**config.mk**
```make
export PLATFORM = sky130hd
export DESIGN_NAME = exti_edge_controller
export DESIGN_NICKNAME = d
export VERILOG_FILES = /design/src/rtl/exti_pkg.sv /design/src/rtl/exti_line_filter.sv /design/src/rtl/exti_edge_controller.sv
export SDC_FILE = /design/constraint.sdc
export NUM_CORES = 1
export LEC_CHECK = 0
export CORE_MARGIN = 1
export CORE_UTILIZATION = 48
export DETAILED_ROUTE_END_ITERATION = 12
export PLACE_DENSITY = 0.85
export SLEW_MARGIN = 40
export SYNTH_ARGS = -nofsm -noshare
export SYNTH_HDL_FRONTEND = slang
export SYNTH_SLANG_ARGS = --single-unit
export TNS_END_PERCENT = 30
```
**constraint.sdc**
```tcl
create_clock -name clk -period 9.2 [get_ports clk]
set_clock_uncertainty 0.2 [all_clocks]
set_input_delay 1.38 -clock clk [delete_from_list [all_inputs] [get_ports clk]]
set_output_delay 1.38 -clock clk [all_outputs]
set_load 0.01 [all_outputs]
```
**src/rtl/exti_pkg.sv**
```systemverilog
// Shared defaults and helpers for the external-interrupt edge controller.
package exti_pkg;
    localparam int EXTI_NUM_LINES_DFLT = 21;
    localparam int SYNC_STAGES_DFLT    = 2;
    localparam int FILTER_LEN_DFLT     = 3;

    // Width of the glitch-filter counter; at least 1 bit so a zero-width vector never appears.
    function automatic int filter_cnt_width(input int len);
        return (len < 1) ? 1 : $clog2(len + 1);
    endfunction
endpackage

```
**src/rtl/exti_line_filter.sv**
```systemverilog
// One external line: input synchroniser followed by a consecutive-sample glitch filter.
module exti_line_filter
    import exti_pkg::*;
#(
    parameter int SYNC_STAGES = SYNC_STAGES_DFLT,
    parameter int FILTER_LEN  = FILTER_LEN_DFLT
) (
    input  logic clk,
    input  logic rst,
    input  logic din,
    output logic lvl
);
    logic [SYNC_STAGES-1:0] sync;
    logic                   s;

    always_ff @(posedge clk or posedge rst) begin
        if (rst) sync <= '0;
        else     sync <= {sync[SYNC_STAGES-2:0], din};
    end

    assign s = sync[SYNC_STAGES-1];

    generate
        if (FILTER_LEN == 0) begin : g_bypass
            always_ff @(posedge clk or posedge rst) begin
                if (rst) lvl <= 1'b0;
                else     lvl <= s;
            end
        end else begin : g_filter
            localparam int             CW       = filter_cnt_width(FILTER_LEN);
            localparam logic [CW-1:0]  CNT_LAST = CW'(FILTER_LEN - 1);
            logic [CW-1:0] cnt;

            // cnt tracks how many consecutive samples have disagreed with lvl; the
            // FILTER_LEN-th disagreeing sample commits the new level, so cnt never wraps.
            always_ff @(posedge clk or posedge rst) begin
                if (rst) begin
                    cnt <= '0;
                    lvl <= 1'b0;
                end else if (s == lvl) begin
                    cnt <= '0;
                end else if (cnt == CNT_LAST) begin
                    lvl <= s;
                    cnt <= '0;
                end else begin
                    cnt <= cnt + 1'b1;
                end
            end
        end
    endgenerate
endmodule

```
**src/rtl/exti_edge_controller.sv**
```systemverilog
// External-interrupt front end: per-line filtering, edge qualification, software trigger,
// W1C pending latch, IRQ level and event pulse.
module exti_edge_controller
    import exti_pkg::*;
#(
    parameter int NUM_LINES   = EXTI_NUM_LINES_DFLT,
    parameter int SYNC_STAGES = SYNC_STAGES_DFLT,
    parameter int FILTER_LEN  = FILTER_LEN_DFLT
) (
    input  logic                 clk,
    input  logic                 rst,
    input  logic [NUM_LINES-1:0] signal_line,
    input  logic [NUM_LINES-1:0] EXTI_RTSR,
    input  logic [NUM_LINES-1:0] EXTI_FTSR,
    input  logic [NUM_LINES-1:0] EXTI_IMR,
    input  logic [NUM_LINES-1:0] EXTI_EMR,
    input  logic [NUM_LINES-1:0] EXTI_SWIER,
    input  logic [NUM_LINES-1:0] pr_clr,
    output logic [NUM_LINES-1:0] EXTI_PR,
    output logic [NUM_LINES-1:0] irq,
    output logic [NUM_LINES-1:0] evt,
    output logic [NUM_LINES-1:0] EDGE_DETECTED
);
    logic [NUM_LINES-1:0] lvl;
    logic [NUM_LINES-1:0] prev;
    logic [NUM_LINES-1:0] rise;
    logic [NUM_LINES-1:0] fall;
    logic [NUM_LINES-1:0] trig;

    for (genvar i = 0; i < NUM_LINES; i++) begin : g_line
        exti_line_filter #(
            .SYNC_STAGES(SYNC_STAGES),
            .FILTER_LEN (FILTER_LEN)
        ) u_filter (
            .clk(clk),
            .rst(rst),
            .din(signal_line[i]),
            .lvl(lvl[i])
        );
    end

    assign rise = lvl & ~prev;
    assign fall = ~lvl & prev;
    // Software trigger skips sync/filter so firmware sees its effect one cycle later.
    assign trig = (rise & EXTI_RTSR) | (fall & EXTI_FTSR) | EXTI_SWIER;

    always_ff @(posedge clk or posedge rst) begin
        if (rst) begin
            prev          <= '0;
            EXTI_PR       <= '0;
            evt           <= '0;
            EDGE_DETECTED <= '0;
        end else begin
            prev          <= lvl;
            // A new trigger wins over a clear arriving in the same cycle.
            EXTI_PR       <= (EXTI_PR & ~pr_clr) | (trig & EXTI_IMR);
            evt           <= trig & EXTI_EMR;
            EDGE_DETECTED <= trig;
        end
    end

    assign irq = EXTI_PR;
endmodule
```
==> qor.yml <==
min_path:
  whs_endpoint: "g_line[4].u_filter.sync[1]"
  hold_start: "g_line[4].u_filter.sync[0]"
  hold_path.class: "reg2reg"
  whs_path_depth: 0
sta:
  fmax_mhz: 338.5
  hold_viol_final: 0
  drv_slew: 0
  fin_tns_setup_ns: 0
  slew_headroom_pct: 55.51
  rsz0062_at_grt: "false"
  setup_violations: 0
  setup_slack_ns: 6.246
  worst_pin_slew_ns: 0.6673
  fin_crit_sh_pct: 32.11
  fin_crit_ns: 2.954
yosys:
  synth_edf_count: 0
  synth_flop_cell: "dfrtp_1"
  syn-num-nets: 612
  ys_seq_area_share_pct: 71.52
  ys_seq_elements: 189
  ys_top_cells_by_area: "dfrtp_1, mux2_1, a22o_1"
  ys_warn_count: 0
  syn_avg_cell_area_sq_um: 14.28
  syn_area_sq_um: 6613
  synth_common_cells: "dfrtp_1, inv_1"
  synthArstFlopShare_pct: 100.0
  synth_cells: 463
  yosysMostFrequentCell: "dfrtp_1"
  synth_top_cell_by_area: "dfrtp_1"
  synth_top_area_share_pct: 71.52
  synthDistinctLibCells: 15
grt:
  track_usage_pct: 19.02
  grt_pass1_wl_mm: 20.83
  grt_overflow: 0
  grt_max_degree: 113
  first_global_vias: 4467
  antenna_found_initial: 0
clock_network:
  hold_buffers: 0
  clock-sinks: 189
  clk_latency_ns: 0.42
  cts.path.max_buffers: 2
  tritoncts: "yes"
  numCtsBuffers: 17
  root_buffer: "clkbuf_16"
  htreeDepth: 4
  cts_setup_buffers: 0
  clkTransAtPathRegs_ns: 0.06
  ctsResizeCount: 0
power_and_ir_drop:
  ir_worst_vdd_v: 0.0001178
  power_density_nw_per_um2: 263.5
  leakage_uw: 0.004212
  power_uw: 2524
critical_path:
  crit_buf_inv: 1
  ff2ff_setup_slack_ns: 7.92
  r2r-end: "EXTI_PR[9]"
  cp-start-kind: "register"
  worstSetupEndpointType: "output port"
  cpPeakStageDelay_ns: 0.56
  crit_path_max_fanout: 3
  critical_path_class: "reg2out"
  slowest_stage: "clkdlybuf4s50_1"
  timing.rr.start: "g_line[9].u_filter.lvl"
  cp.arrival_ns: 1.37
  worstRegToRegCells: 3
  crit_required_ns: 7.62
  crit_chain: "clkdlybuf4s50_1"
  cpLargestDelayFamily: "buffers and inverters"
route:
  avgViaCountPerCell: 4.846
  detail-route-antenna-nets: 0
  via_count: 4269
  drc_errors: 0
  first_pass_iters: 4
  wl_per_cell_um: 14.24
  drtIter0Drc: 121
  drt_wl_total_mm: 12.55
floorplanning:
  io_pins: 233
  core_area_sq_um: 13350
  die_area_sq_um: 14250
  fp.dieH_um: 119.4
  rows: 42
  chipWidth_um: 119.4
  initial_utilization_pct: 49.54
finish:
  nNetsFinal: 843
  diodes: 0
  syn_to_final_growth_pct: 44.84
  layout-drive-gt1-share_pct: 5.248
  final_util_pct: 71.76
placed_design:
  dp_hpwl_mm: 9.203
  portBuffers: 232
  dp_slack_ns: 5.854
  routabilityCongestion: 0.7585
run_status:
  status: "complete, no violations"
job:
  drv_cap: 0
how the worst max path moves through the flow:
stage                              endpoint  cells after the start       start  slack (ns)
after global placement          EXTI_PR[13]                      3         rst        5.63
after detailed placement  EDGE_DETECTED[13]                      3         rst        5.85
after floorplan            EDGE_DETECTED[0]                      1         rst        2.48
final                            EXTI_PR[9]                      1  EXTI_PR[9]        6.25
after CTS                        EXTI_PR[9]                      1  EXTI_PR[9]        6.21
after global routing             EXTI_PR[5]                      1  EXTI_PR[5]        6.18
kinds of logic after synthesis:
logic type / Yosys count / synth area share (%)
DFF: 189 / 71.52
and+or+nand+nor: 126 / 11.52
buffers and inverters: 64 / 4.825
AOI/OAI and AO/OA: 42 / 5.771
xor gates and xnor gates: 21 / 2.782
muxes: 21 / 3.576
registers in the layout, indices dropped and copies added (netlist names):
register and cells:
g_line.u_filter.g_filter.cnt 42, g_line.u_filter.sync 42, EDGE_DETECTED 21, EXTI_PR 21, evt 21, g_line.u_filter.lvl 21
prev 21
per-layer routing:
layer	up-vias	track usage, %	part of all wire (%)
li1	1991	-	-
met1	2075	22.25	40
met2	174	32.09	50
met3	29	5.843	7.7
met4	0	8.828	2.2
met5	-	0	0
layout make-up:
type / instances / area [sq um]
multi-input cells: 210 / 1564
clock buffers: 22 / 464.2
inverters: 43 / 173.9
fillers: 872 / 3770
clock inverters: 8 / 92.59
repair buffers: 233 / 2333
well taps: 176 / 220.2
flip-flops and latches: 189 / 4730
power by group:
| part | switching [uW] | internal, uW |
|---|---|---|
| clock network | 281 | 409 |
| registers | 179 | 1070 |
| logic | 218 | 365 |
cells in the final DEF (no fill, tap or decap), drive strengths merged:
cell type	netlist	layout
inv	43	42
nand3b	21	21
bufinv	0	2
nor3b	21	21
clkinvlp	0	1
buf	21	1
clkbuf	0	22
clkinv	0	6
and2	21	21
nand2b	1	1
nor2b	20	20
nor3	21	21
mux2	21	21
xnor2	21	21
o211ai	21	21
dfrtp	189	189
clkdlybuf4s50	0	232
nand2	21	21
a22o	21	21
through the flow:
| step | hold WS, ns | std cells | instance area, sq um |
|---|---|---|---|
| floorplan | 0.1312 | 463 | 6613 |
| global placement | 0.1317 | 851 | 9012 |
| detailed placement | 0.1355 | 851 | 9016 |
| CTS | 0.1495 | 881 | 9573 |
| global route | 0.1508 | 881 | 9578 |
| finish | 0.1468 | 881 | 9578 |
(Power assumes the default switching activity.)
==> variant, RTL diff (config.mk and constraints unchanged) <==
Set the package constant `EXTI_NUM_LINES_DFLT` to 42 (it was 21).
--- a/src/rtl/exti_pkg.sv
+++ b/src/rtl/exti_pkg.sv
@@ -1,6 +1,6 @@
 // Shared defaults and helpers for the external-interrupt edge controller.
 package exti_pkg;
-    localparam int EXTI_NUM_LINES_DFLT = 21;
+    localparam int EXTI_NUM_LINES_DFLT = 42;
     localparam int SYNC_STAGES_DFLT    = 2;
     localparam int FILTER_LEN_DFLT     = 3;
 
Interface: changed (11 resized); port bits go from 233 to 464. The function was not compared with the original's and may differ.
==> variant against the original RTL <==
Via count grew 100%; utilization grew 0.054 points; design area grew 100%; worst setup slack lost 0.15 ns; synthesized area grew 99%; wire length grew to 2.5 times the old value; clock power grew 130%; critical path depth is the same; total power grew 110%; sequential cell count grew 189; critical path type unchanged; highest routed layer unchanged.
==> variant: results (changes against the original RTL) <==
set qor(post_synth_most_frequent_cells) {sky130_fd_sc_hd__dfrtp_1, sky130_fd_sc_hd__inv_1, sky130_fd_sc_hd__nor3_1}
set qor(grt_pass1_vias) 9508 ;# +110%
set qor(dr.first_iter.drc_count) 420 ;# +250%
set qor(slew_headroom_pct) 60.8 ;# +5.3 points
set qor(reg2reg_setup_slack_ns) 7.70 ;# -0.22 ns
set qor(vdd.ir_drop.worst_mv) 0.148 ;# +26%
set qor(cts.path.max_buffers) 3 ;# +1
set qor(nClkBuffers) 61 ;# +180%
set qor(gp_routability_congestion) 0.839 ;# +11%
set qor(netlist_top_cells_area) {sky130_fd_sc_hd__dfrtp_1, sky130_fd_sc_hd__mux2_2, sky130_fd_sc_hd__a22o_1, sky130_fd_sc_hd__xnor2_1, sky130_fd_sc_hd__inv_1}
set qor(combinationalPower_mw) 1.22 ;# +110%
set qor(clock_tree.htree_level_count) 2 ;# -2
set qor(comb.multi_input.count) 419 ;# +100%
set qor(synth_compound_gate_area_share_pct) 5.32 ;# -0.45 points
set qor(synth-seq-area-share_pct) 72.0 ;# +0.47 points
set qor(status) {completed}
set qor(finish.net_count) 1688 ;# +100%
set qor(mappedNetlistNets) 1221 ;# +100%
set qor(netSwitchingFraction_pct) 27.4 ;# +0.48 points
set qor(synth_warnings) 0 ;# unchanged
set qor(register_area_mm2) 0.00946 ;# +100%
set qor(layout.clock.cell_area_share_pct) 6.76 ;# +0.94 points
set qor(powerDensity_mw_per_mm2) 276 ;# +4.6%
set qor(biggestRegsByFlops) {g_line.u_filter.g_filter.cnt x84, g_line.u_filter.sync x84}
set qor(routed_length_on_met3_um) 2320 ;# +140%
set qor(yosysUniqueCellTypes) 18 ;# +3
set qor(power_sequential_mw) 2.52 ;# +100%
set qor(skew_pair_late_insertion_delay_ns) 0.51 ;# +0.09 ns
set qor(cp_data_arrival_time_ns) 1.52 ;# +0.15 ns
set qor(place.port_buffers) 463 ;# +100%
set qor(grt_antenna_before_repair) 5 ;# +5
set qor(globalRouteTotalUtil_pct) 22.8 ;# +3.7 points
set qor(power_leakage_nw) 8.47 ;# +100%
set qor(via_count) 8697 ;# +100%
set qor(ys_seq_elements) 378 ;# +100%
set qor(area_share_nonclk_buffers_pct) 24.5 ;# +0.14 points
set qor(buffers) 467 ;# +100%
set qor(route.met2.wl_um) 16700 ;# +160%
set qor(multi_input_gate_share_of_total_cell_area_pct) 15.8 ;# -0.57 points
set qor(global_route_wire_length_before_repair_um) 49700 ;# +140%
set qor(drive_above_1_share_pct) 7.39 ;# +2.1 points
set qor(cts-buffers-inserted) 40 ;# +23
set qor(hold_ws_ns) 0.142 ;# -0.00493 ns
set qor(gr-usage-met1_pct) 25.2 ;# +3.0 points
set qor(drt-met1-wl_um) 11300 ;# +130%
set qor(critical-path-max-stage-delay_ns) 0.58 ;# +0.02 ns
set qor(antenna_cells_inserted) 5 ;# +5
set qor(gr-usage-met2_pct) 41.4 ;# +9.3 points
set qor(count_of_inverters_not_on_the_clock_network_in_the_layout) 86 ;# +100%
set qor(post-dp-hpwl_um) 22600 ;# +150%
-- variant: cell count changes after synthesis, moves of 20 or more --
cell	before	now
sky130_fd_sc_hd__and2_1	21	42
sky130_fd_sc_hd__nor3_1	21	43
sky130_fd_sc_hd__nand2_1	21	41
sky130_fd_sc_hd__dfrtp_1	189	378
sky130_fd_sc_hd__buf_4	21	42
sky130_fd_sc_hd__nor3b_1	21	41
sky130_fd_sc_hd__inv_1	43	86
sky130_fd_sc_hd__mux2_1	21	0
sky130_fd_sc_hd__nand3b_1	21	41
sky130_fd_sc_hd__mux2_2	0	41
sky130_fd_sc_hd__o211ai_1	13	41
sky130_fd_sc_hd__xnor2_1	21	42
sky130_fd_sc_hd__a22o_1	21	42
-- variant: stage by stage --
step	cells	util [%]	setup slack, ns	cell area [um^2]
finish	1766	71.8	6.10	19300
global placement	1689	66.7	5.39	17900
floorplan	925	-	2.54	13100
global route	1765	71.8	6.05	19300
CTS	1761	71.8	6.06	19300
detailed placement	1691	66.9	5.76	18000
-- variant: kinds of logic (layout without fill, tap and decap cells) --
logic type / count (synthesis) / count (layout)
AOI/OAI and AO/OA: 86 / 86
xor gates and xnor gates: 42 / 42
and+or+nand+nor: 250 / 250
DFF: 378 / 378
buffers and inverters: 128 / 623
muxes: 41 / 41
other: 0 / 5
-- variant: worst paths after layout --
path	cells past startpoint	to	start
worst max register to register	3	EXTI_PR[35]	g_line[35].u_filter.lvl
worst min-delay path	0	g_line[41].u_filter.sync[1]	g_line[41].u_filter.sync[0]
worst min register to register	0	g_line[41].u_filter.sync[1]	g_line[41].u_filter.sync[0]
min in group asynchronous	3	g_line[28].u_filter.sync[0]	rst
max in group asynchronous	5	g_line[12].u_filter.sync[0]	rst
worst max-delay path	1	EXTI_PR[14]	EXTI_PR[14]
